==> src/rtl/cortez_tanh_pkg.sv <==
// Shared constants, segment index type and elaboration-time table generators
// for the piecewise-linear tanh core (chord of tanh over 0.5-wide segments).
package cortez_tanh_pkg;

  localparam int NUM_SEGMENTS = 8;
  localparam int SEG_BITS     = $clog2(NUM_SEGMENTS);
  localparam int SEG_SHIFT    = 1;
  localparam int X_SAT_INT    = 4;

  typedef logic [SEG_BITS-1:0] seg_t;

  // Table values are derived in Q40 integer arithmetic so the generators stay
  // pure constant functions that every tool can evaluate during elaboration.
  localparam int              CALC_FRAC = 40;
  localparam int              EXP_TERMS = 60;
  localparam logic [127:0]    ONE_Q     = 128'd1 << CALC_FRAC;
  localparam logic [127:0]    HALF_Q    = 128'd1 << (CALC_FRAC - 1);

  // e^(2*i/2^SEG_SHIFT) in Q40 via its Taylor series.
  function automatic logic [127:0] exp_q(input int i);
    logic [127:0] term;
    logic [127:0] sum;
    term = ONE_Q;
    sum  = ONE_Q;
    for (int k = 1; k <= EXP_TERMS; k++) begin
      term = (term * 128'(i)) / (128'(k) << (SEG_SHIFT - 1));
      sum  = sum + term;
    end
    return sum;
  endfunction

  // tanh(i/2^SEG_SHIFT) in Q40, using tanh(x) = (e^2x - 1) / (e^2x + 1).
  function automatic logic [127:0] tanh_q(input int i);
    logic [127:0] e;
    e = exp_q(i);
    return ((e - ONE_Q) << CALC_FRAC) / (e + ONE_Q);
  endfunction

  // Values are non-negative, so adding one half before truncation rounds
  // half away from zero.
  function automatic longint tanh_base(input int i, input int frac_bits);
    logic [127:0] r;
    r = ((tanh_q(i) << frac_bits) + HALF_Q) >> CALC_FRAC;
    return longint'(r);
  endfunction

  function automatic longint tanh_slope(input int i, input int frac_bits);
    logic [127:0] d;
    logic [127:0] r;
    d = tanh_q(i + 1) - tanh_q(i);
    r = ((d << (frac_bits + SEG_SHIFT)) + HALF_Q) >> CALC_FRAC;
    return longint'(r);
  endfunction

endpackage

==> src/rtl/fixed_point_tanh_rom.sv <==
// Combinational segment lookup: seg -> (slope, base). Contents come from the
// package generator functions, so a different curve only swaps those functions.
module fixed_point_tanh_rom
  import cortez_tanh_pkg::*;
#(
  parameter int WIDTH     = 16,
  parameter int FRAC_BITS = 8
) (
  input  seg_t             seg_i,
  output logic [WIDTH-1:0] slope_o,
  output logic [WIDTH-1:0] base_o
);

  logic [WIDTH-1:0] slope_tab [NUM_SEGMENTS];
  logic [WIDTH-1:0] base_tab  [NUM_SEGMENTS];

  generate
    for (genvar gi = 0; gi < NUM_SEGMENTS; gi++) begin : g_tab
      localparam longint SLOPE_V = tanh_slope(gi, FRAC_BITS);
      localparam longint BASE_V  = tanh_base(gi, FRAC_BITS);
      assign slope_tab[gi] = SLOPE_V[WIDTH-1:0];
      assign base_tab[gi]  = BASE_V[WIDTH-1:0];
    end
  endgenerate

  assign slope_o = slope_tab[seg_i];
  assign base_o  = base_tab[seg_i];

endmodule

==> src/rtl/fixed_point_tanh_core.sv <==
// Three-stage pipelined tanh(|x|): decode -> slope*offset -> base add/clamp.
// The original sign rides along untouched for the downstream restore stage.
module fixed_point_tanh_core
  import cortez_tanh_pkg::*;
#(
  parameter int WIDTH     = 16,
  parameter int FRAC_BITS = 8
) (
  input  logic             CLK,
  input  logic             RSTN,
  input  logic [WIDTH-1:0] VALUE_IN,
  input  logic             SIGN_IN,
  input  logic             VALID_IN,
  output logic [WIDTH-1:0] VALUE_OUT,
  output logic             TARGET_SIGN_OUT,
  output logic             VALID_OUT,
  output logic             RANGE_ERR_OUT
);

  localparam int                       OFF_BITS = FRAC_BITS - SEG_SHIFT;
  localparam logic [WIDTH-1:0]         ONE      = WIDTH'(1) << FRAC_BITS;
  localparam logic [WIDTH-1:0]         X_SAT_FX = WIDTH'(X_SAT_INT) << FRAC_BITS;
  localparam logic signed [WIDTH+1:0]  ONE_EXT  = (WIDTH+2)'(1) << FRAC_BITS;

  // ---------------- stage 1: decode ----------------
  logic             s1_valid_q;
  logic             s1_sign_q,  s1_sign_d;
  logic             s1_sat_q,   s1_sat_d;
  logic             s1_neg_q,   s1_neg_d;
  seg_t             s1_seg_q,   s1_seg_d;
  logic [WIDTH-1:0] s1_off_q,   s1_off_d;

  // Saturated inputs may carry an out-of-range segment index; its table entry
  // is discarded in stage 3, so only the low segment bits are kept.
  always_comb begin
    s1_sign_d = SIGN_IN;
    s1_neg_d  = VALUE_IN[WIDTH-1];
    s1_sat_d  = (VALUE_IN >= X_SAT_FX) || VALUE_IN[WIDTH-1];
    s1_seg_d  = VALUE_IN[OFF_BITS +: SEG_BITS];
    s1_off_d  = {{(WIDTH-OFF_BITS){1'b0}}, VALUE_IN[OFF_BITS-1:0]};
  end

  always_ff @(posedge CLK or negedge RSTN) begin
    if (!RSTN) begin
      s1_valid_q <= 1'b0;
      s1_sign_q  <= 1'b0;
      s1_sat_q   <= 1'b0;
      s1_neg_q   <= 1'b0;
      s1_seg_q   <= '0;
      s1_off_q   <= '0;
    end else begin
      s1_valid_q <= VALID_IN;
      if (VALID_IN) begin
        s1_sign_q <= s1_sign_d;
        s1_sat_q  <= s1_sat_d;
        s1_neg_q  <= s1_neg_d;
        s1_seg_q  <= s1_seg_d;
        s1_off_q  <= s1_off_d;
      end
    end
  end

  // ---------------- stage 2: table read and multiply ----------------
  logic [WIDTH-1:0]           rom_slope;
  logic [WIDTH-1:0]           rom_base;
  logic signed [2*WIDTH-1:0]  slope_ext;
  logic signed [2*WIDTH-1:0]  off_ext;
  logic signed [2*WIDTH-1:0]  prod;
  logic                       prod_unused;

  fixed_point_tanh_rom #(
    .WIDTH     (WIDTH),
    .FRAC_BITS (FRAC_BITS)
  ) u_rom (
    .seg_i   (s1_seg_q),
    .slope_o (rom_slope),
    .base_o  (rom_base)
  );

  assign slope_ext = {{WIDTH{rom_slope[WIDTH-1]}}, rom_slope};
  assign off_ext   = {{WIDTH{1'b0}}, s1_off_q};
  assign prod      = slope_ext * off_ext;

  // Dropping the low FRAC_BITS of the product is the arithmetic right shift
  // (floor); one guard bit above WIDTH keeps the sign of the shifted value.
  logic             s2_valid_q;
  logic             s2_sign_q, s2_sat_q, s2_neg_q;
  logic [WIDTH-1:0] s2_base_q, s2_base_d;
  logic [WIDTH:0]   s2_prod_q, s2_prod_d;

  assign s2_prod_d   = prod[FRAC_BITS +: WIDTH+1];
  assign s2_base_d   = rom_base;
  assign prod_unused = ^{prod[FRAC_BITS-1:0], prod[2*WIDTH-1:FRAC_BITS+WIDTH+1]};

  always_ff @(posedge CLK or negedge RSTN) begin
    if (!RSTN) begin
      s2_valid_q <= 1'b0;
      s2_sign_q  <= 1'b0;
      s2_sat_q   <= 1'b0;
      s2_neg_q   <= 1'b0;
      s2_base_q  <= '0;
      s2_prod_q  <= '0;
    end else begin
      s2_valid_q <= s1_valid_q;
      if (s1_valid_q) begin
        s2_sign_q <= s1_sign_q;
        s2_sat_q  <= s1_sat_q;
        s2_neg_q  <= s1_neg_q;
        s2_base_q <= s2_base_d;
        s2_prod_q <= s2_prod_d;
      end
    end
  end

  // ---------------- stage 3: add, saturate, clamp ----------------
  logic signed [WIDTH+1:0] sum;
  logic                    sum_unused;
  logic [WIDTH-1:0]        value_q, value_d;
  logic                    sign_q, valid_q, err_q;

  assign sum        = $signed({{2{s2_base_q[WIDTH-1]}}, s2_base_q}) + $signed({s2_prod_q[WIDTH], s2_prod_q});
  assign sum_unused = ^sum[WIDTH+1:WIDTH];

  always_comb begin
    value_d = sum[WIDTH-1:0];
    if (s2_sat_q || (sum > ONE_EXT)) begin
      value_d = ONE;
    end
  end

  always_ff @(posedge CLK or negedge RSTN) begin
    if (!RSTN) begin
      valid_q <= 1'b0;
      value_q <= '0;
      sign_q  <= 1'b0;
      err_q   <= 1'b0;
    end else begin
      valid_q <= s2_valid_q;
      if (s2_valid_q) begin
        value_q <= value_d;
        sign_q  <= s2_sign_q;
        err_q   <= s2_neg_q;
      end
    end
  end

  assign VALUE_OUT       = value_q;
  assign TARGET_SIGN_OUT = sign_q;
  assign VALID_OUT       = valid_q;
  assign RANGE_ERR_OUT   = err_q;

endmodule

==> config.mk <==
export PLATFORM = sky130hd
export DESIGN_NAME = fixed_point_tanh_core
export DESIGN_NICKNAME = d
export VERILOG_FILES = /design/src/rtl/cortez_tanh_pkg.sv /design/src/rtl/fixed_point_tanh_rom.sv /design/src/rtl/fixed_point_tanh_core.sv
export SDC_FILE = /design/constraint.sdc
export NUM_CORES = 1
export LEC_CHECK = 0
export BUFFER_PORTS_ARGS = -buffer_cell sky130_fd_sc_hd__buf_4
export CORE_ASPECT_RATIO = 1.25
export CORE_MARGIN = 5
export CORE_UTILIZATION = 30
export CTS_CLUSTER_SIZE = 25
export DETAILED_ROUTE_END_ITERATION = 10
export GPL_TIMING_DRIVEN = 0
export HOLD_SLACK_MARGIN = 0.02
export RECOVER_POWER = 25
export SETUP_SLACK_MARGIN = 0.05
export SLEW_MARGIN = 20
export SYNTH_ARGS = -nofsm -noshare
export SYNTH_HDL_FRONTEND = slang
export SYNTH_SLANG_ARGS = --single-unit
==> constraint.sdc <==
create_clock -name CLK -period 5.5 [get_ports CLK]
set_clock_uncertainty 0.1 [all_clocks]
set_input_delay 0.275 -clock CLK [delete_from_list [all_inputs] [get_ports CLK]]
set_output_delay 0.275 -clock CLK [all_outputs]
set_load 0.005 [all_outputs]
# Word level (Yosys, flattened, before mapping)
# Memories as Yosys holds them, arrays and structs flattened. A register that Yosys moved wholly into a read port is not among the register bits.
# Cells that the tools add are included.
[classes] bitwise_logic=1 n_lt_le_gt_ge=3 n_reduce_logical=3 multipliers=1 addsub=1 n_mux=3
[op_table] operator="$mux W16" n=3
[op_table] operator="$mul A16 B8 Y24" n=1
[op_table] operator="$gt A18 B10 Y1 const B" n=1
[op_table] operator="$add A16 B16 Y17" n=1
[op_table] operator="$ge A16 B11 Y1 const B" n=1
[op_table] operator="$ge A4 B4 Y1 const B" n=1
[op_table] operator="$not A3 Y4" n=1
[op_table] operator="$logic_or A1 B1 Y1" n=2
[op_table] operator="$logic_not A1 Y1" n=1
[word_totals] output_inout_bits=19 word_cells=29 n_memories=2 romBits=256 register_bits=53
[memory_table] memory="(name not given)" words=8 width=16 read_ports=1 rd_clocked_by_memory_dff=1 write_ports=0 line="fixed_point_tanh_rom.sv:27" text="assign base_o = base_tab[seg_i];"
[memory_table] memory="(name not given)" words=8 width=16 read_ports=1 rd_clocked_by_memory_dff=0 write_ports=0 line="fixed_point_tanh_rom.sv:26" text="assign slope_o = slope_tab[seg_i];"

# Depth between registers and ports, before layout
# Gate-level depths: netlist of the first run.
[logic_depth] depth_word=5 ltp_mapped=21

# Cells and area by module
# From an unflattened synthesis of the first run, not the netlist that was laid out.
[hier_totals] hier_cells=797 area_unflattened_um2=7698.6
[modules_own_cells] mod="fixed_point_tanh_core" area_per_inst_um2=7383.3 seq_area_each_um2=1726.7 n_inst=1 cells_per_inst=751
[modules_own_cells] mod="fixed_point_tanh_rom" area_per_inst_um2=315.3 seq_area_each_um2=0.0 n_inst=1 cells_per_inst=46

# Least setup slack after synthesis of the first run
# Ideal clock, no wire load.
[synth_timing] path_kind="register to register" startpoint="register s1_seg_q[1]" endpoint="register s2_prod_q[2]" setup_slack_ps=355 t_arrival_ps=4921 n_path_buf=1 stages_incl_launch_ff=20 t_required_ps=5275 path_cell_list="dfrtp_1 clkbuf_1 inv_1 ha_1 nor2b_1 a21oi_1 and2_1 fa_1 fa_1 inv_1 fa_1 inv_1 fa_1 ha_1 a211oi_1 o211ai_1 o211ai_2 nand2_1 xor2_1 mux2_2"
[synth_between] elab_chain_len=5
[synth_rtl] element="start: declaration" line="fixed_point_tanh_core.sv:30" text="seg_t s1_seg_q, s1_seg_d;"
[synth_rtl] element="start signal: assignment" line="fixed_point_tanh_core.sv:57" text="s1_seg_q <= s1_seg_d;"
[synth_rtl] element="$not A3 Y4 (implied by the code)" line="fixed_point_tanh_rom.sv:26"
[synth_rtl] element="$mem_v2 Z8 W16"
[synth_rtl] element="$mux W16 (implied by the code) (2 in a row)" line="fixed_point_tanh_rom.sv:26"
[synth_rtl] element="$mul A16 B8 Y24" line="fixed_point_tanh_core.sv:82" text="assign prod = slope_ext * off_ext;"
[synth_rtl] element="end signal: assignment" line="fixed_point_tanh_core.sv:110" text="s2_prod_q <= s2_prod_d;"
[synth_rtl] element="end: declaration" line="fixed_point_tanh_core.sv:89" text="logic [WIDTH:0] s2_prod_q, s2_prod_d;"
# No other way between the ends. The select of a mux whose other input is x is not followed.
# A chain may end at the register's enable or synchronous reset.

# Worst setup path after layout of the first run
[layout_timing] startpoint="register s1_seg_q[1]" endpoint="register s2_prod_q[4]"
# Same word-level chain as after synthesis.

==> results of run 1 <==
-- layout make-up --
type                    instances  area (um2)
fillers                      1440        9150
multi-input cells             321        2850
flip-flops and latches         48        1200
repair buffers                 37         268
inverters                      62         243
well taps                     178         223
clock buffers                   5         125
plain buffers                  15        95.1
clock inverters                 3        68.8
-- metal layers --
metal  up-vias  global-route usage  routed length [um]
li1       1578                   -                   -
met1      1562               0.150                4200
met2        52               0.211                4910
met3        13              0.0177                 330
met4         0              0.0344                 176
met5         -                   0                   0
-- power breakdown --
| part | internal [uW] | switching, uW | total [uW] |
|---|---|---|---|
| clock network | 262 | 142 | 404 |
| registers | 400 | 36.8 | 437 |
| logic | 450 | 602 | 1050 |
-- state kept, by name, indices dropped and copies added, names as in the netlist --
register	cells
s2_base_q	8
s1_sat_q	1
s2_prod_q	9
s2_sign_q	1
VALUE_OUT	10
VALID_OUT	1
TARGET_SIGN_OUT	1
s1_neg_q	1
s1_seg_q	3
s1_off_q	7
s1_valid_q	1
RANGE_ERR_OUT	1
s2_sat_q	1
s2_valid_q	1
s2_neg_q	1
s1_sign_q	1
-- cell families (layout without fill, tap and decap cells) --
group                      after synthesis  in the layout  synth area share
DFF                                     48             48             0.280
buffers and inverters                   77            122            0.0728
and+or+nand+nor                        118            118             0.139
xor gates and xnor gates                11             11            0.0224
AOI/OAI and AO/OA                       81             81             0.134
other                                    1              6          0.000873
adders and majority gates               82             82             0.291
muxes                                   23             23            0.0597
-- cell usage after synthesis, types with 2 or more instances --
cell type   n  area, um2
o211ai_1    3       22.5
clkbuf_1    8       30.0
mux2_2     18        203
and3_1      8       50.1
a32o_1      4       40.0
buf_4       6       45.0
nor3_1      5       25.0
nand4_1     3       18.8
a211oi_1    4       30.0
dfrtp_1    48       1200
a21boi_1    2       15.0
inv_1      59        221
nor4_1      2       12.5
nand3_1     4       20.0
ha_1       52        651
a21o_1      4       30.0
and2_1     27        169
clkinv_1    3       11.3
o2bb2ai_1   5       43.8
a31oi_1     2       12.5
fa_1       30        601
o21bai_1    2       15.0
xor2_1      2       17.5
o21ai_0    15       75.1
o21a_1      4       30.0
mux2i_1     4       40.0
nand2_1    21       78.8
nor2_1     32        120
a21oi_1    21        105
xnor2_1     9       78.8
nand2b_1    2       12.5
nor2b_1    10       62.6
-- tightest hold or removal path: cells and delay by family --
family          cells  cell delay [ns]
compound gates      1             0.05
buf+inv             1             0.07
simple gates        1             0.03
-- layout by cell type, fill, tap and decap left out, types with 3 or more instances in the layout --
cell       Yosys  final
and2_1        27     27
and3_1         8      8
clkbuf_4       0      8
ha_1          52     51
fa_1          30     29
o21a_1         4      4
dfrtp_1       48     47
nor3_1         5      5
mux2i_1        4      4
a21oi_1       21     20
a32o_1         4      4
mux2_2        18     18
nand2_1       21     21
nand4_1        3      3
nor2b_1       10      9
xnor2_1        9      9
conb_1         1      6
a211oi_1       4      3
o2bb2ai_1      5      5
a21o_1         4      4
o21ai_0       15     13
inv_1         59     57
o211ai_1       3      3
buf_4          6     30
nor2_1        32     32
clkbuf_1       8     10
clkbuf_16      0      5
nand3_1        4      4
-- repair_timing --
action                                  in CTS  in global routing
setup buffers                                1                  2
hold buffers                                 2                  0
endpoints found under the hold margin       49                  0
gates cloned                                 0                  0
resized for setup                            9                 17
endpoints found under the setup margin       9                  8
pin swaps                                    2                  2
-- metrics by stage --
| stage | setup WS [ns] | power [uW] |
|---|---|---|
| final | 0.257 | 1890 |
| after global routing | 0.0775 | 2050 |
| after CTS | 0.0246 | 1880 |
| after detailed placement | -0.604 | 1450 |
| after global placement | -0.410 | 1420 |
| after floorplan | 0.355 | 1210 |
-- worst max-delay path by stage --
stage                             from                       end  slack [ns]  cells after the start
2_1_floorplan  s1_seg_q[1]$_DFFE_PN0P_  s2_prod_q[2]$_DFFE_PN0P_        0.35                     19
3_3_place_gp   s1_seg_q[1]$_DFFE_PN0P_  s2_prod_q[2]$_DFFE_PN0P_       -0.41                     19
3_5_place_dp   s1_seg_q[1]$_DFFE_PN0P_  s2_prod_q[2]$_DFFE_PN0P_       -0.60                     19
4_1_cts        s1_seg_q[0]$_DFFE_PN0P_  s2_prod_q[2]$_DFFE_PN0P_        0.02                     18
5_1_grt        s1_seg_q[1]$_DFFE_PN0P_  s2_prod_q[4]$_DFFE_PN0P_        0.08                     16
6_report       s1_seg_q[1]$_DFFE_PN0P_  s2_prod_q[4]$_DFFE_PN0P_        0.26                     16
==> results.py, run 1 <==
metrics = {
    "logic_synthesis": {
        "synth_area_per_cell_um2": 9.74,
        "ys_warn_count": 0,
        "synth_ff_type": "dfrtp_1",
        "synthArstFlopShare": 1.00,
        "ys_types": 54,
        "synthCells": 441,
        "synth_area_um2": 4300,
        "ys_ff_latch": 48,
        "synth_edf_count": 0,
        "yosysSeqAreaShare": 0.280,
    },
    "pwr": {
        "p_leak_uw": 0.00243,
        "power_density_nw_per_um2": 373,
        "ir_worst_vdd_uv": 254,
    },
    "grt": {
        "grt_pass1_vias": 3413,
        "grt_max_degree": 49,
        "grt-ovfl-total": 0,
        "track_usage": 0.120,
        "grt_pass1_wl_um": 16200,
        "antenna_found_initial": 0,
    },
    "run_status": {
        "violations": "capacitance limit, slew limit",
        "status": "finished, violations left",
    },
    "worst_setup_path": {
        "crit_type": "flop to flop",
        "cp.arrival_ns": 5.31,
        "worst_r2r_endpoint": "s2_prod_q[4]$_DFFE_PN0P_",
        "crit_buf_inv": 2,
        "path_cells": "buf_8, clkinvlp_4, ha_1, nor2b_4, a21oi_4, and2_1, fa_1, fa_1, fa_1, fa_1, ha_1, a211oi_1, a32oi_2, a21boi_1, xnor2_1, mux2_2",
        "rr_worst_depth": 16,
        "slowest_stage": "fa_1",
        "worst_setup_path_start_kind": "flop",
        "r2r_setup_slack_ns": 0.26,
        "r2r-start": "s1_seg_q[1]$_DFFE_PN0P_",
        "cp_max_fo": 10,
        "cp_slowest_stage_delay_ns": 0.57,
        "required_ns": 5.56,
        "critPathTopFamily": "adder cells",
        "crit_top_cell": "fa_1",
        "cp-end-kind": "flop",
    },
    "cells_and_area": {
        "layout-drive-gt1-share": 0.173,
        "final_cell_area_um2": 5070,
        "n_antenna_cell": 0,
        "nets": 592,
        "areaGrowthSynthToFinish_pct": 18.1,
        "final_cells": 669,
        "fin_util": 0.357,
    },
    "min_path": {
        "hp-start": "VALUE_IN[1]",
        "min_path_type": "primary input to flop",
        "hold_depth": 3,
        "min_to": "s1_off_q[1]$_DFFE_PN0P_",
    },
    "routing": {
        "vias_per_cell": 4.79,
        "dr.pass1.iters": 4,
        "routedWlPerCell_um": 14.4,
        "drt_wl_total_um": 9620,
        "antenna_left": 0,
        "route.vias.total": 3205,
        "drt_iter0_markers": 139,
        "drcViolationCount": 0,
    },
    "placement": {
        "io_buffers": 32,
        "hpwl_um": 7710,
        "place_congestion": 0.876,
        "placedCellCount": 656,
        "postPlaceCellArea_um2": 4780,
    },
    "sta": {
        "final_max_slew_viol_count": 49,
        "slew_headroom": -0.735,
        "rsz0062_at_grt": "false",
        "whs_ns": 0.0790,
        "max_slew.worst_pin.slew_ns": 2.60,
        "max_freq_mhz": 191,
        "min_period_ns": 5.24,
        "setup_viol": 0,
        "hold_viol": 0,
        "period_share": 0.953,
        "setup_tns_ns": 0,
    },
    "clock_network": {
        "path_clk_slew_ns": 0.07,
        "cts.sinks": 48,
        "htreeDepth": 2,
        "cts_tree": "done",
        "cts_buffers": 5,
        "insertion_delay_ns": 0.29,
        "cts_root_buf": "clkbuf_16",
        "clockBufferDepth": 2,
    },
    "run": {
        "maxCapViolCount": 1,
    },
    "die": {
        "dieHeight_um": 144,
        "die_x_um": 117,
        "pin_count": 39,
        "start_util": 0.302,
        "floorplan.die_area_um2": 16800,
        "coreArea_um2": 14200,
        "fp-row-count": 49,
    },
}
Note: power is estimated with default switching activity, not from simulation.
==> run 2: changes to the inputs <==
--- a/config.mk
+++ b/config.mk
@@ -13,6 +13,7 @@
 export DETAILED_ROUTE_END_ITERATION = 10
 export GPL_TIMING_DRIVEN = 0
 export HOLD_SLACK_MARGIN = 0.02
+export PLACE_DENSITY = 0.47
 export RECOVER_POWER = 25
 export SETUP_SLACK_MARGIN = 0.05
 export SLEW_MARGIN = 20
==> results.py, run 2 (synthesis results as in run 1) <==
metrics = {
    "sta": {
        "hold_viol": 0,
        "max_slew.worst_pin.slew_ns": 2.66,
        "setup_tns_ns": 0,
        "rsz0062_at_grt": "false",
        "period_share": 0.955,
        "final_max_slew_viol_count": 49,
        "max_freq_mhz": 190,
        "min_period_ns": 5.25,
        "setup_viol": 0,
        "slew_headroom": -0.773,
    },
    "min_path": {
        "min_to": "s1_seg_q[1]$_DFFE_PN0P_",
        "min_path_type": "primary input to flop",
        "hp-start": "VALUE_IN[8]",
        "hold_depth": 3,
    },
    "run_status": {
        "status": "finished, violations left",
        "violations": "capacitance limit, slew limit",
    },
    "worst_setup_path": {
        "crit_type": "flop to flop",
        "required_ns": 5.57,
        "worst_setup_path_start_kind": "flop",
        "cp_max_fo": 7,
        "r2r-start": "s1_seg_q[1]$_DFFE_PN0P_",
        "worst_r2r_endpoint": "s2_prod_q[7]$_DFFE_PN0P_",
        "cp-end-kind": "flop",
        "r2r_setup_slack_ns": 0.25,
        "cp.arrival_ns": 5.32,
        "rr_worst_depth": 19,
    },
    "routing": {
        "antenna_left": 0,
        "drcViolationCount": 0,
        "route.vias.total": 3221,
        "vias_per_cell": 4.76,
        "drt_wl_total_um": 9740,
        "dr.pass1.iters": 4,
        "routedWlPerCell_um": 14.4,
        "drt_iter0_markers": 79,
    },
    "clock_network": {
        "clockBufferDepth": 2,
        "insertion_delay_ns": 0.29,
        "path_clk_slew_ns": 0.07,
        "cts.sinks": 48,
        "cts_tree": "done",
        "cts_buffers": 5,
        "htreeDepth": 2,
        "cts_root_buf": "clkbuf_16",
    },
    "die": {
        "floorplan.die_area_um2": 16800,
        "coreArea_um2": 14200,
        "pin_count": 39,
        "die_x_um": 117,
        "fp-row-count": 49,
        "dieHeight_um": 144,
        "start_util": 0.302,
    },
    "grt": {
        "grt-ovfl-total": 0,
        "antenna_found_initial": 0,
        "grt_pass1_wl_um": 16300,
        "grt_pass1_vias": 3387,
        "grt_max_degree": 49,
        "track_usage": 0.121,
    },
    "pwr": {
        "power_density_nw_per_um2": 358,
        "p_leak_uw": 0.00247,
        "clkPwrFrac": 0.193,
        "internal_power_uw": 1080,
        "power_switching_share": 0.413,
        "sequentialPowerShare": 0.239,
        "ir_worst_vdd_uv": 139,
        "finalPower_uw": 1840,
        "switching_power_uw": 759,
        "pwr-share-comb": 0.568,
    },
    "placement": {
        "hpwl_um": 7950,
        "io_buffers": 32,
        "place_congestion": 0.822,
        "placedCellCount": 656,
    },
    "cells_and_area": {
        "layout_commonest_cell": "inv_1",
        "largest_reg_flops": 10,
        "final_cell_mix": "57 x inv_1, 49 x ha_1, 47 x dfrtp_1",
        "areaGrowthSynthToFinish_pct": 19.6,
        "n_antenna_cell": 0,
        "final_cells": 677,
        "nets": 600,
        "layout-drive-gt1-share": 0.190,
    },
    "run": {
        "maxCapViolCount": 1,
    },
}
run 2: cell types whose count changed in the layout (fill, tap and decap cells not counted), moves of 2 or more:
cell	previous run	this run
buf_4	30	37
clkbuf_1	10	8
clkbuf_4	8	12
clkinv_4	0	2
ha_1	51	49
ha_4	0	2
run 2: area by class of cell:
| cell class | instances | area [um2] |
|---|---|---|
| Clock buffer | 5 | 125 |
| Inverter | 62 | 243 |
| Multi-Input combinational cell | 321 | 2860 |
| Buffer | 15 | 97.6 |
| Timing Repair Buffer | 45 | 335 |
| Sequential cell | 48 | 1200 |
| Clock inverter | 3 | 47.5 |
| Fill cell | 1477 | 9090 |
| Tap cell | 178 | 223 |
run 2: worst max-delay path by stage:
stage | start | to | slack (ns) | cells after the start
2_1_floorplan | s1_seg_q[1]$_DFFE_PN0P_ | s2_prod_q[2]$_DFFE_PN0P_ | 0.35 | 19
3_3_place_gp | s1_seg_q[1]$_DFFE_PN0P_ | s2_prod_q[2]$_DFFE_PN0P_ | -0.59 | 19
3_5_place_dp | s1_seg_q[1]$_DFFE_PN0P_ | s2_prod_q[2]$_DFFE_PN0P_ | -0.63 | 19
4_1_cts | s1_seg_q[1]$_DFFE_PN0P_ | s2_prod_q[6]$_DFFE_PN0P_ | 0.01 | 20
5_1_grt | s1_seg_q[1]$_DFFE_PN0P_ | s2_prod_q[6]$_DFFE_PN0P_ | 0.06 | 19
6_report | s1_seg_q[1]$_DFFE_PN0P_ | s2_prod_q[7]$_DFFE_PN0P_ | 0.25 | 19
run 2: critical path, stage by stage (launching register included):
cell        delay [ns]
dfrtp_1           0.41
buf_8             0.14
clkinvlp_4        0.15
ha_4              0.31
nor2b_4           0.16
a21oi_4           0.07
and2_1            0.19
fa_1              0.44
fa_1              0.55
inv_1             0.05
fa_1              0.47
inv_1             0.05
fa_1              0.50
ha_4              0.30
o21a_1            0.12
o21ai_1           0.10
a2111oi_1         0.42
a21oi_1           0.16
xnor2_1           0.15
mux2_2            0.27
run 2: timing repair:
| action | CTS | global route |
|---|---|---|
| setup endpoints to repair | 9 | 7 |
| hold buffers | 2 | 0 |
| endpoints found under the hold margin | 49 | 0 |
| buffers inserted | 1 | 10 |
| resized for setup | 9 | 17 |
| pin swaps | 2 | 3 |
run 2: power groups by stage:
| stage | registers, uW | logic [uW] | clock network (uW) |
|---|---|---|---|
| after CTS | 439 | 1030 | 367 |
| final | 438 | 1040 | 355 |
| after detailed placement | 445 | 1010 | 0 |
| after global routing | 446 | 1200 | 375 |
| after global placement | 444 | 992 | 0 |
| after floorplan | 431 | 775 | 0 |
run 2: per-layer routing:
metal,routed length (um),global-route usage,share of wire
met1,4210,0.144,0.43
met2,5240,0.229,0.54
met3,193,0.0152,0.020
met4,93,0.0242,0.0095
met5,0,0,0
run 2: metrics by stage:
step | hold slack, ns | utilization | cell area (um2) | setup slack, ns
2_1_floorplan | -0.121 | - | 4310 | 0.355
3_3_place_gp | 0.236 | 0.336 | 4780 | -0.586
3_5_place_dp | 0.239 | 0.336 | 4780 | -0.631
4_1_cts | 0.0819 | 0.352 | 5010 | 0.0141
5_1_grt | 0.105 | 0.361 | 5140 | 0.0575
6_report | 0.0845 | 0.361 | 5140 | 0.249
